**src/rtl/chunk_assembler.sv**
```systemverilog
// chunk_assembler: rebuilds a 512-bit chunk, plus the key/nonce/counter header
// in ENCRYP framing, from a 32-bit valid/ready/last stream.
module chunk_assembler #(
  parameter bit CHECK_LAST = 1'b1
) (
  input  logic         chunk_asm_clk,
  input  logic         chunk_asm_reset_n,
  input  logic         encryp_decryp,
  input  logic [31:0]  s_axis_data,
  input  logic         s_axis_valid,
  input  logic         s_axis_last,
  output logic         s_axis_ready,
  input  logic         chunk_out_ready,
  output logic [255:0] public_key,
  output logic [63:0]  nonce,
  output logic [63:0]  counter,
  output logic [511:0] chunk_data_out,
  output logic         header_present,
  output logic         chunk_out_valid,
  output logic         frame_error
);

  typedef enum logic [2:0] {
    RECV_KEY,
    RECV_NONCE,
    RECV_CTR,
    RECV_DATA,
    HOLD,
    DRAIN
  } state_t;

  state_t       state;
  logic [4:0]   cnt;
  logic         busy;
  logic         mode;
  logic [255:0] stg_key;
  logic [63:0]  stg_nonce;
  logic [63:0]  stg_ctr;
  logic [479:0] stg_data;

  logic beat;
  logic last_chk;

  assign beat     = s_axis_valid & s_axis_ready;
  assign last_chk = CHECK_LAST & s_axis_last;

  // Frame sequencing, field assembly, framing checks and output hand-off.
  // cnt holds the number of words still to come in the current field after
  // the present one; busy marks that the key field has started.
  always_ff @(posedge chunk_asm_clk or negedge chunk_asm_reset_n) begin
    if (!chunk_asm_reset_n) begin
      state           <= RECV_KEY;
      cnt             <= '0;
      busy            <= 1'b0;
      mode            <= 1'b0;
      stg_key         <= '0;
      stg_nonce       <= '0;
      stg_ctr         <= '0;
      stg_data        <= '0;
      s_axis_ready    <= 1'b0;
      public_key      <= '0;
      nonce           <= '0;
      counter         <= '0;
      chunk_data_out  <= '0;
      header_present  <= 1'b0;
      chunk_out_valid <= 1'b0;
      frame_error     <= 1'b0;
    end else begin
      frame_error <= 1'b0;
      unique case (state)
        RECV_KEY: begin
          s_axis_ready <= 1'b1;
          if (beat) begin
            if (!busy) mode <= encryp_decryp;
            if (!busy && encryp_decryp) begin
              stg_data <= {stg_data[447:0], s_axis_data};
              cnt      <= 5'd14;
              state    <= RECV_DATA;
            end else begin
              stg_key <= {stg_key[223:0], s_axis_data};
              busy    <= 1'b1;
              if (!busy) begin
                cnt <= 5'd6;
              end else if (cnt == 5'd0) begin
                cnt   <= 5'd1;
                busy  <= 1'b0;
                state <= RECV_NONCE;
              end else begin
                cnt <= cnt - 5'd1;
              end
            end
            if (last_chk) begin
              frame_error <= 1'b1;
              busy        <= 1'b0;
              cnt         <= '0;
              state       <= RECV_KEY;
            end
          end
        end
        RECV_NONCE: begin
          if (beat) begin
            stg_nonce <= {stg_nonce[31:0], s_axis_data};
            if (cnt == 5'd0) begin
              cnt   <= 5'd1;
              state <= RECV_CTR;
            end else begin
              cnt <= cnt - 5'd1;
            end
            if (last_chk) begin
              frame_error <= 1'b1;
              cnt         <= '0;
              state       <= RECV_KEY;
            end
          end
        end
        RECV_CTR: begin
          if (beat) begin
            stg_ctr <= {stg_ctr[31:0], s_axis_data};
            if (cnt == 5'd0) begin
              cnt   <= 5'd15;
              state <= RECV_DATA;
            end else begin
              cnt <= cnt - 5'd1;
            end
            if (last_chk) begin
              frame_error <= 1'b1;
              cnt         <= '0;
              state       <= RECV_KEY;
            end
          end
        end
        RECV_DATA: begin
          if (beat) begin
            stg_data <= {stg_data[447:0], s_axis_data};
            if (cnt != 5'd0) begin
              cnt <= cnt - 5'd1;
              if (last_chk) begin
                frame_error <= 1'b1;
                cnt         <= '0;
                state       <= RECV_KEY;
              end
            end else if (CHECK_LAST && !s_axis_last) begin
              frame_error <= 1'b1;
              state       <= DRAIN;
            end else begin
              chunk_data_out  <= {stg_data, s_axis_data};
              if (!mode) begin
                public_key <= stg_key;
                nonce      <= stg_nonce;
                counter    <= stg_ctr;
              end
              header_present  <= ~mode;
              chunk_out_valid <= 1'b1;
              s_axis_ready    <= 1'b0;
              state           <= HOLD;
            end
          end
        end
        HOLD: begin
          if (chunk_out_ready) begin
            chunk_out_valid <= 1'b0;
            s_axis_ready    <= 1'b1;
            cnt             <= '0;
            state           <= RECV_KEY;
          end
        end
        DRAIN: begin
          if (beat && s_axis_last) begin
            cnt   <= '0;
            state <= RECV_KEY;
          end
        end
        default: begin
          state <= RECV_KEY;
        end
      endcase
    end
  end

endmodule

```
**config.mk**
```make
export PLATFORM = sky130hd
export DESIGN_NAME = chunk_assembler
export DESIGN_NICKNAME = d
export VERILOG_FILES = /design/src/rtl/chunk_assembler.sv
export SDC_FILE = /design/constraint.sdc
export NUM_CORES = 2
export LEC_CHECK = 0
export ABC_AREA = 1
export ABC_CLOCK_PERIOD_IN_PS = 4300
export CORE_MARGIN = 10
export CORE_UTILIZATION = 25
export DETAILED_ROUTE_END_ITERATION = 8
export HOLD_SLACK_MARGIN = 0.03
export SLEW_MARGIN = 40
export SYNTH_ARGS = -nofsm -noshare
export SYNTH_HDL_FRONTEND = slang
export SYNTH_SLANG_ARGS = --single-unit
```
**constraint.sdc**
```tcl
create_clock -name chunk_asm_clk -period 4.3 [get_ports chunk_asm_clk]
set_input_delay 0.645 -clock chunk_asm_clk [delete_from_list [all_inputs] [get_ports chunk_asm_clk]]
set_output_delay 0.645 -clock chunk_asm_clk [all_outputs]
set_load 0.02 [all_outputs]
```
==> metrics.txt <==
vias per cell=4.32; GRT overflow=0; CTS tree=built; routed vias=48300; Residual DRC=0; Post-DP HPWL=166 mm; fin. max-slew vios=0; placer congestion estimate=0.871; Final Net Count=7566; Total Wirelength=225 mm; Ys Warns=0; fillers=26500; highest metal used=met5; clock root buffer=clkbuf_16; Internal Power=40.7 mW; clock power share=0.266; vias in the first global route=48700; synth-to-layout area growth=30.5%; Static Leakage=39.1 nW; initial antenna violation count=30; Max Freq=0.323 GHz; routed wl met3=14.8 mm; # IOs=938; met2 wire len=103 mm; Crit Path Category=reg2reg; most frequent cells in the layout=nand2_1 (2096), dfrtp_1 (1774), o21ai_0 (1252), clkdlybuf4s50_1 (936), inv_1 (738); worst endpoint required time=5060 ps; unrepaired setup endpoints after global routing=false; hold crit path type=in2async; row count=188; Final Hold Viols=0; area of the multi-input gates=16700 µm²; headroom to the max-slew limit=0.502; power per cell area=755 nW/µm²; critical path endpoint category=register; Metal-1 WL=96.4 mm; post-CTS setup buffers=0; P_sw=24.0 mW; Setup violations, final=0; global-route wire length before repair=332 mm; Startpoint Class=register; synthesized instance count=6673; Die Span X=533 µm; Reg power frac=0.426; Num CTS Buffers=189; WL per Instance=20.1 µm; pre-CTS setup slack=1000 ps; pin count of the biggest net entering global routing=190; Max FO, Critical Path=92; Die Ht=533 µm; syn nets=6716; final clock skew=45.0 ps; Sw Ratio=0.371; FF+latch area=44400 µm²; initial detailed-routing violation count=4140; Post-synth ARST share=1.00; clk_lat worst skew=860 ps; finished layout cell area=85700 µm²; MaxCap Viol Count=0; layout cells sized above 1=0.0624; worst vdd ir=462 µV; Post-DRT Antenna Nets=0; Seq/Total Area, Yosys=0.676; all-layer global routing usage=0.153; most common cell after layout, fill and taps aside=nand2_1; port bufs=937; Yosys cell types=30; PnR worst setup slack=1200 ps; clock period minus worst slack=3100 ps; Initial Util=0.251; die area=284000 µm²; CORE AREA=262000 µm²; Seq cells post-synth=1774; Post-synth EDFFs=0; dpl cell area=79000 µm²; Slew @ Worst Pin=747 ps; syn avg cell area=9.84 µm²; Setup TNS Final=0 ps; Reg clk slew, reported paths=60 ps; status=complete, no violations; Worst Path Arrival=3860 ps; Most used DFF post-synth=dfrtp_1; Mapped Area=65700 µm²; htree depth=4; Logic pwr share=0.308; Max Root-Sink Buffers=3; DRT Pass-1 Iters=6; tightest hold margin=387 ps; CTS Sinks=1774; fin crit share=0.721; Final Util=0.327
[sequential cells by signal, indices dropped and copies added (netlist names), 5 cells and up]
signal	flops
counter	64
public_key	256
stg_ctr	64
nonce	64
chunk_data_out	512
stg_key	256
stg_nonce	64
cnt	5
stg_data	480
[logic make-up (layout without fill, tap and decap cells)]
| logic type | after synthesis | after routing | share of synthesized area |
|---|---|---|---|
| flip-flops | 1774 | 1774 | 0.676 |
| XOR/XNOR | 1 | 1 | 0.000133 |
| other | 0 | 6 | 0 |
| multiplexers | 54 | 54 | 0.00926 |
| buffers and inverters | 1123 | 2126 | 0.0706 |
| adder cells (fa/ha/maj) | 5 | 5 | 0.000953 |
| AND/OR/NAND/NOR | 2175 | 2175 | 0.125 |
| AO/OA/AOI/OAI | 1541 | 1541 | 0.118 |
[worst max-delay path, stage by stage, from the launching register on]
cell,delay [ps]
dfrtp_1,380
inv_1,140
ha_1,220
nand2_1,70
nor2_1,390
ha_1,290
nand3_4,160
nor2_4,220
buf_12,270
buf_12,360
nand2_1,120
nand2_1,90
[routing by layer]
layer  vias to the layer above  GRT usage
li1                      22700          -
met5                         -          0
met4                         6     0.0710
met2                      1409      0.242
met1                     23900      0.199
met3                       376     0.0375
[cells in the mapped netlist, drive strengths merged (2+ instances only)]
cell type	count	share of area
nand4	2	0.00019
nor2	54	0.0033
dfrtp	1774	0.68
or2	2	0.00019
mux2	54	0.0093
o21ai	1501	0.11
clkbuf	196	0.011
a21oi	34	0.0026
ha	5	0.00095
nand2	2099	0.12
nor3	4	0.00030
nand3	14	0.0013
inv	739	0.042
buf	188	0.017
[power by group through the flow]
| stage | sequential (mW) | combinational (mW) | clock (mW) |
|---|---|---|---|
| 2_1_floorplan | 29.1 | 7.04 | 0 |
| 3_3_place_gp | 27.7 | 19.8 | 0 |
| 3_5_place_dp | 27.8 | 20.1 | 0 |
| 4_1_cts | 27.6 | 20.3 | 17.7 |
| 5_1_grt | 28.2 | 22.0 | 18.4 |
| 6_report | 27.6 | 19.9 | 17.2 |
[stage by stage]
step,power (mW),cells
detailed placement,47.9,10800
global placement,47.5,10800
finish,64.7,11200
global route,68.5,11200
CTS,65.5,11200
floorplan,36.2,6673
[final cells by class]
| cell class | instances | area share |
|---|---|---|
| well taps | 3515 | 0.0513 |
| inverters | 739 | 0.0324 |
| flip-flops and latches | 1774 | 0.518 |
| clock buffers | 270 | 0.0639 |
| clock inverters | 74 | 0.0135 |
| diodes | 6 | 0.000175 |
| repair buffers | 1043 | 0.126 |
| multi-input cells | 3776 | 0.195 |
[final timing paths]
path	slack, ps	cells past startpoint	endpoint	start
setup / recovery	1200	11	nonce[35]	cnt[0]
setup reg to reg	1200	11	nonce[35]	cnt[0]
max in group asynchronous	2630	4	stg_data[380]	chunk_asm_reset_n
hold reg to reg	460	2	counter[41]	stg_ctr[41]
min in group chunk_asm_clk	390	3	stg_data[17]	s_axis_data[17]
hold / removal	390	2	stg_key[85]	chunk_asm_reset_n
[timing repair]
item / 4_1_cts / 5_1_grt
resized for setup: 0 / 0
endpoints found under the hold margin: 82 / 0
hold buffers: 1 / 0
Power figures use the tool's default switching activity.
